`config.mk`:
```
export PLATFORM = sky130hd
export DESIGN_NAME = psum_bram_reader
export DESIGN_NICKNAME = d
export VERILOG_FILES = /design/src/rtl/dnn_accel_pkg.sv /design/src/rtl/psum_rd_fifo.sv /design/src/rtl/psum_bram_reader.sv
export SDC_FILE = /design/constraint.sdc
export NUM_CORES = 1
export LEC_CHECK = 0
export CAP_MARGIN = 0
export CORE_MARGIN = 2
export CORE_UTILIZATION = 35
export DETAILED_ROUTE_END_ITERATION = 7
export SETUP_SLACK_MARGIN = 0.05
export SLEW_MARGIN = 30
export SYNTH_ARGS = -nofsm -noshare
export SYNTH_HDL_FRONTEND = slang
export SYNTH_HIERARCHICAL = 1
export SYNTH_SLANG_ARGS = --single-unit
```
`constraint.sdc`:
```
create_clock -name clk -period 2.95 [get_ports clk]
set_input_delay 0.59 -clock clk [delete_from_list [all_inputs] [get_ports clk]]
set_output_delay 0.59 -clock clk [all_outputs]
set_load 0.02 [all_outputs]
```
`src/rtl/dnn_accel_pkg.sv`:
```
// dnn_accel_pkg: shared encodings and constants for the psum read-back path
package dnn_accel_pkg;
  typedef enum logic [1:0] {ST_IDLE, ST_READ, ST_DRAIN} rd_state_e;
  localparam int CTRL_START = 2;
  localparam int CTRL_ABORT = 3;
  localparam int STAT_BUSY = 0;
  localparam int STAT_DONE = 1;
  localparam int STAT_WORDS_LSB = 16;
  localparam int PSUM_FIFO_DEPTH = 4;
  localparam int PSUM_FIFO_AW = $clog2(PSUM_FIFO_DEPTH);
  typedef logic [PSUM_FIFO_AW-1:0] fifo_ptr_t;
  typedef logic [PSUM_FIFO_AW:0] fifo_occ_t;
endpackage

```
`src/rtl/psum_rd_fifo.sv`:
```
// psum_rd_fifo: small register-array FIFO carrying read data plus a per-entry last flag
module psum_rd_fifo
  import dnn_accel_pkg::*;
#(
  parameter int DATA_WIDTH = 32
) (
  input  logic                  clk,
  input  logic                  rst,
  input  logic                  push,
  input  logic [DATA_WIDTH-1:0] push_data,
  input  logic                  push_last,
  input  logic                  pop,
  input  logic                  flush,
  output logic [DATA_WIDTH-1:0] o_data,
  output logic                  o_last,
  output fifo_occ_t             occupancy,
  output logic                  empty
);
  logic [PSUM_FIFO_DEPTH-1:0][DATA_WIDTH:0] mem;
  fifo_ptr_t wr_ptr, rd_ptr;
  logic do_push, do_pop;
  assign empty = occupancy == '0;
  assign do_push = push && occupancy != fifo_occ_t'(PSUM_FIFO_DEPTH);
  assign do_pop = pop && !empty;
  assign o_data = mem[rd_ptr][DATA_WIDTH-1:0];
  assign o_last = !empty && mem[rd_ptr][DATA_WIDTH];
  always_ff @(posedge clk or negedge rst)
    if (!rst) begin
      mem <= '0;
      wr_ptr <= '0;
      rd_ptr <= '0;
      occupancy <= '0;
    end else if (flush) begin
      wr_ptr <= '0;
      rd_ptr <= '0;
      occupancy <= '0;
    end else begin
      if (do_push) begin
        mem[wr_ptr] <= {push_last, push_data};
        wr_ptr <= wr_ptr + fifo_ptr_t'(1);
      end
      if (do_pop) rd_ptr <= rd_ptr + fifo_ptr_t'(1);
      occupancy <= occupancy + fifo_occ_t'(do_push) - fifo_occ_t'(do_pop);
    end
endmodule

```
`src/rtl/psum_bram_reader.sv`:
```
// psum_bram_reader: streams a configured range of psum BRAM words out over valid/ready
module psum_bram_reader
  import dnn_accel_pkg::*;
#(
  parameter int ADDR_WIDTH = 32,
  parameter int DATA_WIDTH = 32,
  parameter int NUM_BYTE   = 4,
  parameter int REG_WIDTH  = 32,
  parameter int ADDR_INCR  = 4
) (
  input  logic                  clk,
  input  logic                  rst,
  input  logic [REG_WIDTH-1:0]  i_conf_ctrl,
  input  logic [REG_WIDTH-1:0]  i_conf_rdbase,
  input  logic [REG_WIDTH-1:0]  i_conf_rdcount,
  output logic [REG_WIDTH-1:0]  o_conf_status,
  output logic [ADDR_WIDTH-1:0] mem_addr,
  output logic [DATA_WIDTH-1:0] mem_idat,
  input  logic [DATA_WIDTH-1:0] mem_odat,
  output logic [NUM_BYTE-1:0]   mem_wren,
  output logic                  mem_enb,
  output logic                  mem_rst,
  output logic [DATA_WIDTH-1:0] o_data,
  output logic                  o_valid,
  input  logic                  i_ready,
  output logic                  o_last
);
  rd_state_e state, state_nxt;
  logic [ADDR_WIDTH-1:0] addr_q;
  logic [REG_WIDTH-1:0] cnt_q, k_q;
  logic [15:0] words_q;
  logic start_prev, inflight_q, last_q, busy_q, done_q;
  logic start_edge, abort, can_issue, issue, is_final, hs, go;
  fifo_occ_t occ;
  logic fifo_empty;
  logic unused_bits;
  assign unused_bits = ^{i_conf_ctrl, i_conf_rdbase};
  assign start_edge = i_conf_ctrl[CTRL_START] && !start_prev;
  assign abort = i_conf_ctrl[CTRL_ABORT];
  assign go = state == ST_IDLE && start_edge && !abort;
  // No credit for a same-cycle pop: the returning word needs a guaranteed slot
  assign can_issue = (4'(occ) + 4'(inflight_q)) < 4'(PSUM_FIFO_DEPTH);
  assign issue = state == ST_READ && !abort && can_issue;
  assign is_final = k_q == cnt_q;
  assign hs = o_valid && i_ready;
  assign o_valid = !fifo_empty;
  assign mem_idat = '0;
  assign mem_wren = '0;
  assign mem_rst = 1'b0;
  always_ff @(posedge clk or negedge rst)
    if (!rst) state <= ST_IDLE;
    else state <= state_nxt;
  always_comb begin
    state_nxt = state;
    case (state)
      ST_IDLE:  state_nxt = go ? ST_READ : ST_IDLE;
      ST_READ:  state_nxt = abort ? ST_IDLE : (issue && is_final) ? ST_DRAIN : ST_READ;
      ST_DRAIN: state_nxt = (abort || (hs && o_last)) ? ST_IDLE : ST_DRAIN;
      default:  state_nxt = ST_IDLE;
    endcase
  end
  always_comb begin
    mem_enb = issue;
    mem_addr = state == ST_READ ? addr_q : '0;
    o_conf_status = '0;
    o_conf_status[STAT_BUSY] = busy_q;
    o_conf_status[STAT_DONE] = done_q;
    o_conf_status[STAT_WORDS_LSB +: 16] = words_q;
  end
  always_ff @(posedge clk or negedge rst)
    if (!rst) begin
      addr_q <= '0;
      cnt_q <= '0;
      k_q <= '0;
      words_q <= '0;
      start_prev <= 1'b0;
      inflight_q <= 1'b0;
      last_q <= 1'b0;
      busy_q <= 1'b0;
      done_q <= 1'b0;
    end else begin
      start_prev <= i_conf_ctrl[CTRL_START];
      inflight_q <= issue;
      last_q <= issue && is_final;
      if (go) begin
        addr_q <= i_conf_rdbase[ADDR_WIDTH-1:0];
        cnt_q <= i_conf_rdcount;
        k_q <= '0;
        words_q <= '0;
        busy_q <= 1'b1;
        done_q <= 1'b0;
      end else begin
        if (issue) begin
          addr_q <= addr_q + ADDR_WIDTH'(ADDR_INCR);
          k_q <= k_q + REG_WIDTH'(1);
        end
        if (hs) words_q <= words_q + 16'd1;
        if (abort) begin
          busy_q <= 1'b0;
          done_q <= 1'b0;
        end else if (state == ST_DRAIN && hs && o_last) begin
          busy_q <= 1'b0;
          done_q <= 1'b1;
        end
      end
    end
  // An abort drops both the queued words and the read still returning from the BRAM
  psum_rd_fifo #(.DATA_WIDTH(DATA_WIDTH)) u_fifo (
    .clk       (clk),
    .rst       (rst),
    .push      (inflight_q && !abort),
    .push_data (mem_odat),
    .push_last (last_q),
    .pop       (i_ready),
    .flush     (abort),
    .o_data    (o_data),
    .o_last    (o_last),
    .occupancy (occ),
    .empty     (fifo_empty)
  );
endmodule

```
==> summary.txt, run 1 <==
logic depth of the worst register-to-register path: 10
aggregate negative setup slack: 0 ns
endpoints failing setup: 0
fraction of final layout cells sized beyond drive strength 1: 20.39%
htree depth: 1
floorplan core area: 37,670 um^2
via count: 8,746
slowest cell on the critical path: clkdlybuf4s50_1
Final Wtd Congestion: 0.7978
leading register cell type out of synthesis: dfrtp_1
post-detailed-route via-to-cell ratio: 4.753
met1 track demand over resource in global routing: 21.57%
Achievable Freq: 359.1 MHz
post-route fraction of the period consumed by the critical path: 94.39%
maximum fanout along the worst path: 33
final wirelength: 30,670 um
cell row count: 71
endpoint of the most critical setup path: mem_addr[1]
result of the run: complete, no violations
arrival time of the worst setup path: 2.19 ns
number of pins exceeding their max-slew limit in the final report: 0
endpoint of the most critical register-to-register path: u_fifo/occupancy[2]
number of primary I/O pins: 267
port bufs: 185
DRC violations left: 0
overall power: 10.71 mW
wire length of the first global-routing pass: 49,490 um
max-slew headroom at the worst pin: 57.77%
maximum root-to-sink buffer count: 3
cell area after technology mapping: 13,360 um^2
overall die height: 199.3 um
CTS tree: done
setup repair after global routing missed its margin: false
final global-route overflow total: 0
critical path, cell by cell: nor2b_2 -> buf_6 -> and2_1 -> clkdlybuf4s50_1
path class of the lowest-slack min-delay path: flip-flop to flip-flop
worst setup slack after layout: 0.1656 ns
Post-Syn Area per Cell: 12.01 um^2
max-cap check violation count: 0
x dimension of the die: 199.3 um
dpl hpwl: 20,640 um
Worst-Skew Late Latency: 0.55 ns
Min Clock Period, post-route: 2.784 ns
Critical R2R Launch: u_fifo/occupancy[2]
antenna violations before repair: 0
Nets: 1,450
master cell of the clock root buffer: clkbuf_16
drt first-iter violations: 477
static leakage: 7.490 nW
GR Util All Layers: 15.59%
gate count of the mapped netlist: 1,112
Power Dens Cells: 645.8 nW/um^2
warning count from the yosys run: 6
met2 usage: 25.49%
#FFs+latches synth: 258
FF-to-FF setup slack: 0.59 ns
met3 Resource Use GR: 2.650%
initial core utilization: 35.46%
residual antenna-violating net count after detailed routing: 0
number of antenna repair diodes: 0
layout-stage area growth over the synthesis result: 24.16%
router iterations before antenna repair: 4
final core utilization: 44.02%
required time reported for the critical path endpoint: 2.36 ns
sequential cell area fraction in the yosys report: 48.34%
maximum number of pins on one net before global-route repair: 77
cts bufs inserted: 30
pre-CTS setup slack: -0.001140 ns
clk_skew: 0.007319 ns
proportion of synthesized flip-flops having asynchronous set or reset: 100.0%
crit path launch type: flip-flop
Post-synth EDFFs: 0
worst-margin pin slew: 0.6320 ns
VDD IR-drop max: 420.8 uV
Hold Slack: 0.4709 ns
final hold viol count: 0
number of distinct library cell variants in the gate-level netlist after synthesis: 54
floorplan die area: 39,740 um^2
Crit. Startpoint: state[1]
critical path class: flip-flop to primary output
routed wirelength normalized by instance count: 16.67 um
most utilized layer in the global route result: met2
most used cells in the layout excluding fill and tap cells: dfrtp_1 (257), nand2_1 (150), clkdlybuf4s50_1 (150)
clock transition at the registers of the reported paths: 0.06 ns
type of element capturing the critical path: primary output
via count of the first global-routing pass: 9,075
commonest non-fill, non-tap cell in the layout: dfrtp_1
CP max stage delay: 0.62 ns
number of clock sinks: 258
## what timing repair did
action / in CTS / in global routing
hold buffers: 1 / 0
cloned: 0 / 0
gates resized for setup: 36 / 1
setup endpoints to repair: 34 / 32
endpoints found under the hold margin: 48 / 0
setup buffers: 2 / 0
## cells by family after synthesis
kind of cell,Yosys count,synth area share (%)
AO/OA/AOI/OAI,77,3.307
XOR/XNOR,87,5.705
adder cells (fa/ha/maj),10,0.9931
buffers and inverters,130,6.989
flip-flops,258,48.34
multiplexers,167,20.23
other,1,0.02808
AND/OR/NAND/NOR,382,14.41
## report_power, final
group	leakage [nW]	internal, mW	switching, mW
logic	3.57	1.41	1.31
registers	3.45	3.99	0.387
clock network	0.474	2.18	1.44
total	7.49	7.57	3.14
## worst min-delay path by stage
stage                            end      startpoint  slack [ns]  depth (start not counted)
after floorplan            addr_q[0]             rst        0.29                          0
after global placement     addr_q[0]       addr_q[0]        0.45                          2
after detailed placement   addr_q[0]       addr_q[0]        0.46                          2
after CTS                  addr_q[0]       addr_q[0]        0.47                          2
after global routing      start_prev  i_conf_ctrl[2]        0.49                          1
final                      addr_q[0]       addr_q[0]        0.47                          2
## critical path: cells and delay by family (launching register included)
family | cells | cell delay [ns]
buf+inv | 2 | 0.85
simple gates | 2 | 0.34
flops | 1 | 0.45
## per-stage QoR
stage          instance area, um^2  cells
2_1_floorplan                13540   1162
3_3_place_gp                 15630   1785
3_5_place_dp                 15630   1785
4_1_cts                      16580   1840
5_1_grt                      16580   1840
6_report                     16580   1840
## per-layer routing
layer	vias to the layer above	routed length, um	share of wire, %
li1	4143	-	-
met1	4376	14220	46
met2	185	14430	47
met3	42	1340	4.4
met4	0	672	2.2
met5	-	0	0
## Yosys cell counts (2+ instances only)
cell,instances,share of area (%)
nand3_1,22,0.82
nor3_1,14,0.52
nand4b_1,3,0.20
xnor2_1,39,2.6
buf_4,53,3.0
inv_1,17,0.48
nor2_1,54,1.5
and2_1,35,1.6
nand2_1,150,4.2
dfrtp_1,258,48
a211oi_1,5,0.28
and3_1,11,0.52
o22ai_1,2,0.094
buf_2,11,0.41
nand4_1,23,1.1
o211ai_1,3,0.17
clkbuf_1,32,0.90
nor2b_1,6,0.28
o21ai_0,36,1.3
or3_1,14,0.66
xor2_1,48,3.1
nor4_1,24,1.1
o31ai_1,3,0.17
and4_1,12,0.79
ha_1,9,0.84
or4_1,2,0.11
buf_12,12,1.8
mux4_2,33,5.6
mux2_2,13,1.1
buf_6,5,0.42
a21oi_1,21,0.79
mux2_4,120,13
## final cells by class
class / instances / area [um^2]
clock buffer: 41 / 853.3
fill: 3607 / 21080
sequential: 258 / 6460
multi-input combinational: 774 / 6171
clock inverter: 11 / 110.1
inverter: 17 / 63.81
timing repair buffer: 228 / 2285
tap: 511 / 639.4
## registers in the layout, summed over array words and instances (netlist names)
signal            flops
inflight_q            1
u_fifo/rd_ptr         2
state                 2
start_prev            1
cnt_q                32
k_q                  32
u_fifo/mem          132
addr_q               32
last_q                1
done_q                1
busy_q                1
u_fifo/occupancy      3
words_q              16
u_fifo/wr_ptr         2
Power figures use the tool's default switching activity.
==> run 2, diff against run 1 <==
Settings changed: CTS_CLUSTER_SIZE set to 16.
==> results of run 2 <==
No change in the layout: final DEF, timing and power equal those of run 1.
==> run 3, diff against run 2 <==
Settings changed: CORE_UTILIZATION 35 to 52, PLACE_DENSITY set to 0.8.
==> summary.txt, run 3 (synthesized netlist as in run 1, its figures left out) <==
quantity of hold-fixing buffers added after cts: 0 (-1)
final wirelength: 29,750 um (-3.0%)
overall power: 10.51 mW (-1.9%)
Min Clock Period, post-route: 2.800 ns (+0.01510 ns)
DRC violations left: 0 (unchanged)
cell family contributing the most delay on the critical path: buffers and inverters
post-detailed-route via-to-cell ratio: 5.363 (+13%)
cts bufs inserted: 28 (-6.7%)
GR Util All Layers: 22.45% (+6.9 points)
htree depth: 1 (unchanged)
FF-to-FF setup slack: 0.61 ns (+0.02 ns)
path class of the lowest-slack min-delay path: primary input to asynchronous set/reset pin
Achievable Freq: 357.2 MHz (-0.54%)
post-route fraction of the period consumed by the critical path: 94.90% (+0.51 points)
endpoints failing setup: 0 (unchanged)
aggregate negative setup slack: 0 ns (unchanged)
VDD IR-drop max: 509.9 uV (+21%)
Final Wtd Congestion: 0.8321 (+4.3%)
maximum root-to-sink buffer count: 3 (unchanged)
most used cells in the layout excluding fill and tap cells: dfrtp_1 (257), nand2_1 (150), clkdlybuf4s50_1 (150)
CP max stage delay: 0.62 ns (about the same)
critical path, cell by cell: nor2b_2 -> buf_6 -> and2_1 -> clkdlybuf4s50_1
number of pins exceeding their max-slew limit in the final report: 0 (unchanged)
number of antenna repair diodes: 0 (unchanged)
overall die height: 164.3 um (-18%)
routed wirelength normalized by instance count: 18.01 um (+8.0%)
Largest register FFs: 132 (unchanged)
arrival time of the worst setup path: 2.21 ns (+0.02 ns)
Power Dens Cells: 643.3 nW/um^2 (-0.39%)
via count: 8,859 (+1.3%)
maximum number of pins on one net before global-route repair: 74 (-3.9%)
layout-stage area growth over the synthesis result: 22.31%
antenna violations before repair: 0 (unchanged)
cell row count: 58 (-18%)
clk_skew: 0.006848 ns (-0.0004705 ns)
logic depth of the worst register-to-register path: 10 (unchanged)
placed inst area: 15,460 um^2 (-1.1%)
number of primary I/O pins: 267 (unchanged)
master cell of the clock root buffer: clkbuf_16
fraction of final layout cells sized beyond drive strength 1: 19.74% (-0.65 points)
Worst-Skew Late Latency: 0.54 ns (about the same)
critical path class: flip-flop to primary output
crit path launch type: flip-flop
setup repair after global routing missed its margin: true
final hold viol count: 1 (+1)
floorplan core area: 25,180 um^2 (-33%)
result of the run: finished, violations left
final global-route overflow total: 0 (unchanged)
number of buffer and inverter instances along the worst setup path: 2 (unchanged)
drt first-iter violations: 642 (+35%)
Finished Layout Cells: 1,652 (-10%)
x dimension of the die: 164.3 um (-18%)
wire length of the first global-routing pass: 48,520 um (-2.0%)
CTS tree: done
max-cap check violation count: 0 (unchanged)
max-slew headroom at the worst pin: 57.67% (-0.097 points)
maximum fanout along the worst path: 31 (-6.1%)
logic depth of the worst path, buffers included: 4 (unchanged)
router iterations before antenna repair: 5 (+1)
worst setup slack after layout: 0.1505 ns (-0.01510 ns)
dpl hpwl: 20,030 um (-2.9%)
violated checks: hold timing
slowest cell on the critical path: clkdlybuf4s50_1
final standard cell area without fillers: 16,330 um^2 (-1.5%)
static leakage: 7.477 nW (-0.18%)
endpoint of the most critical register-to-register path: u_fifo/occupancy[2]
register with the highest flop count: u_fifo/mem
residual antenna-violating net count after detailed routing: 0 (unchanged)
number of clock sinks: 258 (unchanged)
Critical R2R Launch: u_fifo/occupancy[1]
Hold Slack: -0.001358 ns (-0.4722 ns)
final core utilization: 64.87% (+21 points)
pre-CTS setup slack: 0.08565 ns (+0.08679 ns)
port bufs: 185 (unchanged)
clock transition at the registers of the reported paths: 0.06 ns (about the same)
via count of the first global-routing pass: 9,238 (+1.8%)
floorplan die area: 26,980 um^2 (-32%)
initial core utilization: 53.04% (+18 points)
commonest non-fill, non-tap cell in the layout: dfrtp_1
worst-margin pin slew: 0.6334 ns (+0.001455 ns)
total placed cells including tap cells: 1,602 (-10%)
type of element capturing the critical path: primary output
Nets: 1,443 (-0.48%)
required time reported for the critical path endpoint: 2.36 ns (about the same)
[run 3: area by class of cell]
cell class                      instances  area (um^2)
Multi-Input combinational cell        774         6171
Timing Repair Buffer                  223         2323
Sequential cell                       258         6457
Clock inverter                          7        98.84
Clock buffer                           43        807.0
Inverter                               17        63.81
Fill cell                            1875         8847
Tap cell                              330        412.9
[run 3: how the worst max path moves through the flow]
stage | start | to | slack (ns)
4_1_cts | u_fifo/rd_ptr[0] | o_last | 0.07
5_1_grt | state[1] | mem_addr[5] | 0.04
3_5_place_dp | i_conf_ctrl[3] | k_q[26] | 0.09
6_report | state[1] | mem_addr[1] | 0.15
3_3_place_gp | i_conf_ctrl[3] | k_q[26] | 0.09
2_1_floorplan | i_conf_ctrl[3] | k_q[22] | 0.67
[run 3: timing repair]
item | CTS | global route
setup endpoints to repair | 32 | 32
gates resized for setup | 32 | 3
buffers inserted | 0 | 0
gates cloned | 0 | 0
[run 3: layer usage]
metal	routed length [um]	vias up	track usage [%]
met5	0	-	0
met3	1365	43	2.778
met4	597	0	5.024
li1	-	4142	-
met2	15060	243	38.70
met1	12730	4431	30.50
[run 3: power by group]
part / total (mW) / switching, mW / internal (mW)
Combinational: 2.68 / 1.30 / 1.38
Clock: 3.44 / 1.39 / 2.05
Sequential: 4.38 / 0.400 / 3.98
Total: 10.5 / 3.09 / 7.41
